### src/rtl/fast_packet_decode_module_if.sv
// Byte-stream input and decoded-message output bundle for the fast packet decoder.
// The master side drives encoded bytes; the slave side (the decoder) returns
// decoded messages, packet-complete pulses and protocol-error pulses.
interface fast_packet_decode_module_if #(
  parameter int MAX_ORIGINAL_DATA_BITS = 264
);
  logic [7:0]                        byte_in;
  logic                              byte_valid_in;
  logic                              msg_valid_out;
  logic [MAX_ORIGINAL_DATA_BITS-1:0] msg_data_out;
  logic [5:0]                        msg_len_out;
  logic [1:0]                        msg_idx_out;
  logic                              pkt_done_out;
  logic [1:0]                        msg_cnt_out;
  logic                              err_out;

  modport master (
    output byte_in, byte_valid_in,
    input  msg_valid_out, msg_data_out, msg_len_out, msg_idx_out,
           pkt_done_out, msg_cnt_out, err_out
  );

  modport slave (
    input  byte_in, byte_valid_in,
    output msg_valid_out, msg_data_out, msg_len_out, msg_idx_out,
           pkt_done_out, msg_cnt_out, err_out
  );
endinterface

### src/rtl/fast_packet_decode_module.sv
// Fast packet decoder: STX, up to MAX_MSGS stop-bit-length-prefixed messages, ETX.
// Each decoded message is presented left-aligned (first byte in the top bits)
// and zero-padded, together with its length and position in the packet.
module fast_packet_decode_module #(
  parameter int MAX_ORIGINAL_DATA_BITS = 264,
  parameter int MAX_MSGS               = 3
) (
  input logic                        clk,
  input logic                        rst_n,
  fast_packet_decode_module_if.slave bus
);
  localparam int         DW      = MAX_ORIGINAL_DATA_BITS;
  localparam int         MAX_LEN = MAX_ORIGINAL_DATA_BITS / 8;
  localparam logic [7:0] STX     = 8'h02;
  localparam logic [7:0] ETX     = 8'h03;

  typedef enum logic [1:0] {IDLE, LEN, BODY, NEXT} state_t;

  state_t         state, state_nxt;
  logic           len_seen, len_seen_nxt;
  logic [6:0]     len_acc, len_acc_nxt;
  logic [5:0]     body_cnt, body_cnt_nxt;
  logic [5:0]     msg_len, msg_len_nxt;
  logic [1:0]     msg_count, msg_count_nxt;
  logic [DW-1:0]  data_buf, data_buf_nxt;

  logic           msg_valid_q, msg_valid_nxt;
  logic [DW-1:0]  msg_data_q, msg_data_nxt;
  logic [5:0]     msg_len_q, msg_len_q_nxt;
  logic [1:0]     msg_idx_q, msg_idx_nxt;
  logic           pkt_done_q, pkt_done_nxt;
  logic [1:0]     msg_cnt_q, msg_cnt_nxt;
  logic           err_q, err_nxt;

  logic           len_step;
  logic           first_len;
  logic [13:0]    len_full;
  logic           len_ok;

  assign bus.msg_valid_out = msg_valid_q;
  assign bus.msg_data_out  = msg_data_q;
  assign bus.msg_len_out   = msg_len_q;
  assign bus.msg_idx_out   = msg_idx_q;
  assign bus.pkt_done_out  = pkt_done_q;
  assign bus.msg_cnt_out   = msg_cnt_q;
  assign bus.err_out       = err_q;

  // Next-state and next-output decode; pulses default low, held values default to current.
  always_comb begin
    state_nxt     = state;
    len_seen_nxt  = len_seen;
    len_acc_nxt   = len_acc;
    body_cnt_nxt  = body_cnt;
    msg_len_nxt   = msg_len;
    msg_count_nxt = msg_count;
    data_buf_nxt  = data_buf;
    msg_valid_nxt = 1'b0;
    msg_data_nxt  = msg_data_q;
    msg_len_q_nxt = msg_len_q;
    msg_idx_nxt   = msg_idx_q;
    pkt_done_nxt  = 1'b0;
    msg_cnt_nxt   = msg_cnt_q;
    err_nxt       = 1'b0;
    len_step      = 1'b0;

    // A byte arriving in NEXT always starts a fresh length field.
    first_len = (state == NEXT) || !len_seen;
    len_full  = first_len ? {7'd0, bus.byte_in[6:0]} : {len_acc, bus.byte_in[6:0]};
    len_ok    = (len_full >= 14'd1) && (len_full <= 14'(MAX_LEN));

    if (bus.byte_valid_in) begin
      case (state)
        IDLE: begin
          if (bus.byte_in == STX) begin
            state_nxt     = LEN;
            msg_count_nxt = 2'd0;
            len_seen_nxt  = 1'b0;
            len_acc_nxt   = 7'd0;
            data_buf_nxt  = '0;
          end
        end
        LEN: begin
          if (!len_seen && (msg_count == 2'd0) && (bus.byte_in == ETX)) begin
            pkt_done_nxt = 1'b1;
            msg_cnt_nxt  = 2'd0;
            state_nxt    = IDLE;
          end else begin
            len_step = 1'b1;
          end
        end
        BODY: begin
          data_buf_nxt[DW-1-8*int'(body_cnt) -: 8] = bus.byte_in;
          if (body_cnt == msg_len - 6'd1) begin
            msg_valid_nxt = 1'b1;
            msg_data_nxt  = data_buf_nxt;
            msg_len_q_nxt = msg_len;
            msg_idx_nxt   = msg_count;
            msg_count_nxt = msg_count + 2'd1;
            state_nxt     = NEXT;
          end else begin
            body_cnt_nxt = body_cnt + 6'd1;
          end
        end
        NEXT: begin
          if (bus.byte_in == ETX) begin
            pkt_done_nxt = 1'b1;
            msg_cnt_nxt  = msg_count;
            state_nxt    = IDLE;
          end else if (msg_count < 2'(MAX_MSGS)) begin
            data_buf_nxt = '0;
            len_acc_nxt  = 7'd0;
            len_step     = 1'b1;
          end else begin
            err_nxt   = 1'b1;
            state_nxt = IDLE;
          end
        end
        default: state_nxt = IDLE;
      endcase

      if (len_step) begin
        if (bus.byte_in[7]) begin
          if (len_ok) begin
            msg_len_nxt  = len_full[5:0];
            body_cnt_nxt = 6'd0;
            len_seen_nxt = 1'b0;
            state_nxt    = BODY;
          end else begin
            err_nxt   = 1'b1;
            state_nxt = IDLE;
          end
        end else if (first_len) begin
          len_acc_nxt  = bus.byte_in[6:0];
          len_seen_nxt = 1'b1;
          state_nxt    = LEN;
        end else begin
          err_nxt   = 1'b1;
          state_nxt = IDLE;
        end
      end
    end
  end

  // State and output registers with synchronous active-low reset.
  always_ff @(posedge clk) begin
    if (!rst_n) begin
      state       <= IDLE;
      len_seen    <= 1'b0;
      len_acc     <= 7'd0;
      body_cnt    <= 6'd0;
      msg_len     <= 6'd0;
      msg_count   <= 2'd0;
      data_buf    <= '0;
      msg_valid_q <= 1'b0;
      msg_data_q  <= '0;
      msg_len_q   <= 6'd0;
      msg_idx_q   <= 2'd0;
      pkt_done_q  <= 1'b0;
      msg_cnt_q   <= 2'd0;
      err_q       <= 1'b0;
    end else begin
      state       <= state_nxt;
      len_seen    <= len_seen_nxt;
      len_acc     <= len_acc_nxt;
      body_cnt    <= body_cnt_nxt;
      msg_len     <= msg_len_nxt;
      msg_count   <= msg_count_nxt;
      data_buf    <= data_buf_nxt;
      msg_valid_q <= msg_valid_nxt;
      msg_data_q  <= msg_data_nxt;
      msg_len_q   <= msg_len_q_nxt;
      msg_idx_q   <= msg_idx_nxt;
      pkt_done_q  <= pkt_done_nxt;
      msg_cnt_q   <= msg_cnt_nxt;
      err_q       <= err_nxt;
    end
  end
endmodule

### src/flat_wrapper.sv
// flat-port wrapper written by rule: the top's interface ports become plain ports
module fast_packet_decode_module_flat 
#(
  parameter int MAX_ORIGINAL_DATA_BITS = 264,
  parameter int MAX_MSGS               = 3
)
  (clk, rst_n, bus_byte_in, bus_byte_valid_in, bus_msg_valid_out, bus_msg_data_out, bus_msg_len_out, bus_msg_idx_out, bus_pkt_done_out, bus_msg_cnt_out, bus_err_out);
  fast_packet_decode_module_if #(.MAX_ORIGINAL_DATA_BITS(MAX_ORIGINAL_DATA_BITS)) bus_i ();
  input logic clk;
  input logic rst_n;
  input wire logic [$bits(bus_i.byte_in)-1:0] bus_byte_in;
  input wire logic [$bits(bus_i.byte_valid_in)-1:0] bus_byte_valid_in;
  output wire logic [$bits(bus_i.msg_valid_out)-1:0] bus_msg_valid_out;
  output wire logic [$bits(bus_i.msg_data_out)-1:0] bus_msg_data_out;
  output wire logic [$bits(bus_i.msg_len_out)-1:0] bus_msg_len_out;
  output wire logic [$bits(bus_i.msg_idx_out)-1:0] bus_msg_idx_out;
  output wire logic [$bits(bus_i.pkt_done_out)-1:0] bus_pkt_done_out;
  output wire logic [$bits(bus_i.msg_cnt_out)-1:0] bus_msg_cnt_out;
  output wire logic [$bits(bus_i.err_out)-1:0] bus_err_out;
  assign bus_i.byte_in = bus_byte_in;
  assign bus_i.byte_valid_in = bus_byte_valid_in;
  assign bus_msg_valid_out = bus_i.msg_valid_out;
  assign bus_msg_data_out = bus_i.msg_data_out;
  assign bus_msg_len_out = bus_i.msg_len_out;
  assign bus_msg_idx_out = bus_i.msg_idx_out;
  assign bus_pkt_done_out = bus_i.pkt_done_out;
  assign bus_msg_cnt_out = bus_i.msg_cnt_out;
  assign bus_err_out = bus_i.err_out;
  fast_packet_decode_module #(.MAX_ORIGINAL_DATA_BITS(MAX_ORIGINAL_DATA_BITS), .MAX_MSGS(MAX_MSGS)) u_core (.clk(clk), .rst_n(rst_n), .bus(bus_i));
endmodule
### config.mk
export PLATFORM = sky130hd
export DESIGN_NAME = fast_packet_decode_module_flat
export DESIGN_NICKNAME = d
export VERILOG_FILES = /design/src/rtl/fast_packet_decode_module_if.sv /design/src/rtl/fast_packet_decode_module.sv /design/src/flat_wrapper.sv
export SDC_FILE = /design/constraint.sdc
export NUM_CORES = 1
export LEC_CHECK = 0
export BUFFER_PORTS_ARGS = -buffer_cell sky130_fd_sc_hd__buf_4
export CAP_MARGIN = 0
export CORE_MARGIN = 1
export CORE_UTILIZATION = 60
export CTS_BUF_LIST = sky130_fd_sc_hd__clkbuf_16
export CTS_CLUSTER_SIZE = 16
export DETAILED_ROUTE_END_ITERATION = 10
export PLACE_DENSITY_LB_ADDON = 0.08
export SKIP_LAST_GASP = 1
export SYNTH_ARGS = -nofsm -noshare
export SYNTH_HDL_FRONTEND = slang
export SYNTH_SLANG_ARGS = --single-unit
export TNS_END_PERCENT = 20
### constraint.sdc
create_clock -name clk -period 4.9 [get_ports clk]
set_clock_uncertainty 0.05 [all_clocks]
set_input_delay 0.49 -clock clk [delete_from_list [all_inputs] [get_ports clk]]
set_output_delay 0.49 -clock clk [all_outputs]
set_load 0.01 [all_outputs]
After elaboration in Yosys (flattened, before gate mapping)
Index checks and enable logic that the tools add are counted.
Widths: inputs -> output; s select.

storage, ports and cells
  register bits after elaboration = 565
  input bits = 11
  logic and storage cells = 113

cells by class
  $add $sub $neg = 5
  magnitude comparators = 3
  equality and inequality tests = 16
  shift-type cells = 2
  muxes and demuxes = 55
  reduce and logical (&&, ||, !) cells = 18

operator list
  cell                      count
  $mux 264                  3
  $pmux 264 s3              1
  $shift 8x33->271 const A  1
  $shiftx 8x33->271         1
  $bwmux 264                1
  $mux 7                    6
  $neg 32->33               1
  $mux 6                    5
  $mux 2                    11
  $mux 1                    21
  $eq 8x2->1 const B        2
  $ge 14x1->1 const B       1
  $le 14x6->1 const B       1
  $mux 14                   1
  $pmux 7 s2                1
  $reduce_and 4->1          3
  $reduce_and 5->1          2
  $sub 9x9->10 const A      1
  $ne 3x1->1 const B        3
  $pmux 2 s2                2
  $pmux 2 s4                1
  $add 6x1->6 const B       1
  $eq 6x6->1                1
  $ne 2x1->1 const B        3
  16 further kinds          25

Logic depth before layout (Yosys ltp)
  depth in word-level cells = 8
  gate-level depth with buffers = 11

Worst setup path after synthesis
Ideal clock, no wire load.

  kind = register -> register
  start point = reg u_core.body_cnt[0]
  end point = reg u_core.data_buf[152]
  library setup time = 0.144 ns
  arrival = 2.422 ns
  data required time = 4.706 ns
  path slack = 2.284 ns
  cell stages (with the launch flop) = 11
  period minus slack after synthesis = 2.616 ns
  cells stage by stage = dfxtp_1 buf_2 inv_1 ha_1 inv_1 clkbuf_1 nor2_1 clkbuf_1 nand2_1 a21oi_1 o32ai_1

between the ends
  cells in the longest elaborated chain, start to end = 5
  elaborated cells on any way between the ends = 6

ends and longest elaborated chain
  element                                                       line                              RTL
  start: declaration                                            fast_packet_decode_module.sv:22   logic [5:0] body_cnt, body_cnt_nxt;
  start signal: assignment                                      fast_packet_decode_module.sv:165  body_cnt <= body_cnt_nxt;
  $sub 9x9->10 (*)                                              fast_packet_decode_module.sv:92   data_buf_nxt[DW-1-8*int'(body_cnt) -: 8] = bus.byte_in;
  $neg 32->33 (*)                                               fast_packet_decode_module.sv:92
  $shiftx 8x33->271 / $shift 8x33->271 (equally long branches)  fast_packet_decode_module.sv:92
  $bwmux 264 (*)                                                fast_packet_decode_module.sv:92
  $pmux 264 s3 (*)                                              fast_packet_decode_module.sv:72   case (state)
  end signal: assignment                                        fast_packet_decode_module.sv:168  data_buf <= data_buf_nxt;
  end: declaration                                              fast_packet_decode_module.sv:25   logic [DW-1:0] data_buf, data_buf_nxt;

Every way passes the cells marked *; elsewhere a longest branch is shown, timed or not.
A chain may end at the register's enable or synchronous reset.

Worst setup path in the final report
  start point = reg u_core.body_cnt[0]
  end point = reg u_core.data_buf[250]

The elaborated chain is that of the path after synthesis.

==> impl_metrics.csv <==
group,metric,value,unit
worst_hold_path,hold_depth,3,
power_and_ir_drop,combPwrFrac,4.5,%
die,fp.dieW,198,um
worst_hold_path,holdPathEnd,"u_core.bus.err_out$_SDFF_PN0_",
setup_path,r2r_end,"u_core.data_buf[250]$_SDFFE_PN0P_",
die,die-area,0.0393,mm2
global_routing,grt_pass1_wl,105000,um
logic_synthesis,synth-edff-count,0,
setup_path,path_class,"reg -> reg",
routing,wire_per_inst,21.1,um
logic_synthesis,syn_area,0.0231,mm2
die,initial_utilization,61.1,%
routing,drcViolationCount,0,
global_routing,grt_max_degree,211,
final_layout,final_cell_mix,"565 x dfxtp_1, 322 x nand2_1, 315 x buf_4, 219 x mux2i_1, 177 x nor2_1",
timing,whs,223,ps
global_routing,overflow,0,
global_routing,antenna_found_initial,0,
power_and_ir_drop,clkPwrFrac,44.3,%
power_and_ir_drop,irDropWorstVdd,0.266,mV
die,die_h,198,um
setup_path,cp_max_fo,23,
die,rows,71,
routing,firstDrtPassIters,5,
logic_synthesis,synth-seq-cells,565,
timing,slew-limit-headroom,15.2,%
power_and_ir_drop,internal_power,6.92,mW
clocking,clk_pin_slew,60,ps
clocking,cts.repair.resized,0,
outcome,status,"completed",
clocking,cts_buffer_depth,3,
logic_synthesis,synth_fp_nets,2564,
routing,routed_via_density,6.35,
timing,worstMarginPinSlew,1260,ps
power_and_ir_drop,switchingPower,2.07,mW
setup_path,startpoint_type,"flop",
setup_path,rr_worst_depth,8,
timing,slew_viol_final,0,
routing,drtAntennaViolNets,0,
logic_synthesis,synth-seq-area-share,49.0,%
final_layout,syn2layout_area_growth,16.3,%
final_layout,fin_nets,2702,
worst_hold_path,hp-class,"in -> reg",
die,fp.coreArea,0.0378,mm2
setup_path,critPathCaptureType,"flop",
power_and_ir_drop,p_sw_share,23.0,%
timing,grt_setup_unrepaired,"false",
logic_synthesis,synth_flop_cell,"dfxtp_1",
routing,drt_iter0_drc,2167,
final_layout,post-route-cell-area,0.0268,mm2
placed_design,place_ws,1170,ps
placed_design,port_buffers,287,
timing,finalCritPeriodShare,79.6,%
logic_synthesis,synthCells,2542,
timing,setup_viol,0,
clocking,cts_tree,"yes",
routing,drt_wl_total,68300,um
routing,num_vias,20500,
power_and_ir_drop,power.share.sequential,51.2,%
clocking,insertion_delay,610,ps
setup_path,worst_ep_arrival_time,4300,ps
setup_path,required,5300,ps
placed_design,placed_area,0.0252,mm2
timing,hold_viol,0,
final_layout,antennaDiodeCount,0,
worst_hold_path,min_from,"bus_byte_valid_in",
timing,period_minus_slack,3900,ps
clocking,clock-sinks,565,
clocking,h-tree-depth,2,
power_and_ir_drop,power,8.98,mW
logic_synthesis,synth.distinct_cells,74,
timing,fin_setup_tns,0,ps
power_and_ir_drop,p_leak,9.89,nW
placed_design,dp_hpwl,43600,um
clocking,cts_buffers,55,
logic_synthesis,async_flop_share,0,%
final_layout,post_route_cells_drive_above_1_share,16.1,%
timing,max_freq,257,MHz
die,boundaryPins,288,
timing,worst_slack,1000,ps
job,maxCapViolCount,0,
clocking,cts_root_buffer,"clkbuf_16",
setup_path,rr_startpoint,"u_core.body_cnt[0]$_SDFFE_PN0P_",
clocking,ctsHoldBuffers,0,
placed_design,gp_congestion,0.885,
power_and_ir_drop,power.density,335,mW/mm2
logic_synthesis,ys_warn_count,0,
logic_synthesis,synth.avg_cell_area,9.08,um2
global_routing,grt_pass1_vias,19000,
final_layout,final_common_cell,"dfxtp_1",
setup_path,ff2ff_setup_slack,1000,ps
clocking,cts_setup_buffers,0,
global_routing,grt_usage,33.8,%
-- worst max path at each step --
stage / depth (start not counted) / startpoint / end / slack, ps
detailed placement: 8 / u_core.body_cnt[0]$_SDFFE_PN0P_ / u_core.data_buf[250]$_SDFFE_PN0P_ / 1170
global placement: 10 / u_core.body_cnt[0]$_SDFFE_PN0P_ / u_core.data_buf[163]$_SDFFE_PN0P_ / 1250
finish: 8 / u_core.body_cnt[0]$_SDFFE_PN0P_ / u_core.data_buf[250]$_SDFFE_PN0P_ / 1000
CTS: 10 / u_core.body_cnt[0]$_SDFFE_PN0P_ / u_core.data_buf[162]$_SDFFE_PN0P_ / 1140
floorplan: 10 / u_core.body_cnt[0]$_SDFFE_PN0P_ / u_core.data_buf[152]$_SDFFE_PN0P_ / 2280
global route: 8 / u_core.body_cnt[0]$_SDFFE_PN0P_ / u_core.data_buf[250]$_SDFFE_PN0P_ / 800
-- power by group through the flow --
stage / Sequential (mW) / Clock [mW] / Combinational (mW)
floorplan: 4.70 / 0 / 0.271
global placement: 4.70 / 0 / 0.380
detailed placement: 4.70 / 0 / 0.385
CTS: 4.60 / 4.00 / 0.387
global route: 4.60 / 4.18 / 0.420
finish: 4.60 / 3.98 / 0.401
-- sequential cells by signal (all words and copies together) (netlist names) --
register / flops
u_core.body_cnt: 6
u_core.bus.err_out: 1
u_core.bus.msg_cnt_out: 2
u_core.bus.msg_data_out: 264
u_core.bus.msg_idx_out: 2
u_core.bus.msg_len_out: 6
u_core.bus.msg_valid_out: 1
u_core.bus.pkt_done_out: 1
u_core.data_buf: 264
u_core.len_acc: 7
u_core.len_seen: 1
u_core.msg_count: 2
u_core.msg_len: 6
u_core.state: 2
-- cells in the mapped netlist, types with 3 or more instances --
cell       instances  area [um2]
a211oi_1         121         908
a21oi_1          149         746
a21oi_2            8        70.1
a22o_1             7        61.3
a311oi_1          11        96.3
a31oi_1           19         119
a32o_1            64         641
and2_1             4        25.0
and3_1             7        43.8
buf_1              6        22.5
buf_2             68         340
buf_4             16         120
clkbuf_1         145         544
dfxtp_1          565       11300
ha_1              11         138
inv_1             25        93.8
mux2i_1          219        2190
nand2_1          322        1210
nand2b_1           7        43.8
nand3_1           25         125
nand4_1           16         100
nor2_1           177         664
nor2_2             4        25.0
nor2_4             5        56.3
nor2b_1            5        31.3
nor3_1            77         385
nor3_2             3        30.0
nor4_1            15        93.8
o211ai_1           3        22.5
o21a_1            10        75.1
o21ai_0          153         766
o21ai_1            4        20.0
o22ai_1          171        1070
o2bb2ai_1          9        78.8
o32ai_1           17         149
or2_2              4        25.0
or3_1             14        87.6
xnor2_1           10        87.6
xor2_1             6        52.6
-- per-stage QoR --
step,instances,util (%)
final,3230,71.1
after global routing,3230,71.1
after CTS,3230,71.1
after detailed placement,3134,66.7
after global placement,3134,66.7
after floorplan,2542,-
-- critical path, stage by stage (launching register included) --
cell and delay [ps]:
dfxtp_1 730, inv_1 180, ha_1 330, buf_4 250, inv_1 230, nor2_1 460
nand3_1 640, a21oi_1 700, o22ai_1 160
-- area by class of cell --
type,count,area [um2]
Tap cell,511,639
Timing Repair Buffer,319,2440
Clock inverter,39,238
Sequential cell,565,11300
Multi-Input combinational cell,1713,10700
Clock buffer,57,1430
Inverter,26,100
Fill cell,2992,10900
-- cell families after synthesis --
logic type / after synthesis / share of synthesized area (%)
AOI/OAI and AO/OA: 766 / 21.7
xor gates and xnor gates: 19 / 0.851
adders and majority gates: 11 / 0.596
buffers and inverters: 264 / 4.99
DFF: 565 / 49.0
muxes: 219 / 9.50
and+or+nand+nor: 698 / 13.4
-- per-layer routing --
metal	routed length [um]	GRT usage, %
met2	32200	54.6
met4	2420	14.8
met5	0	0
met3	5260	4.60
met1	28400	45.0
Power figures use the tool's default switching activity.
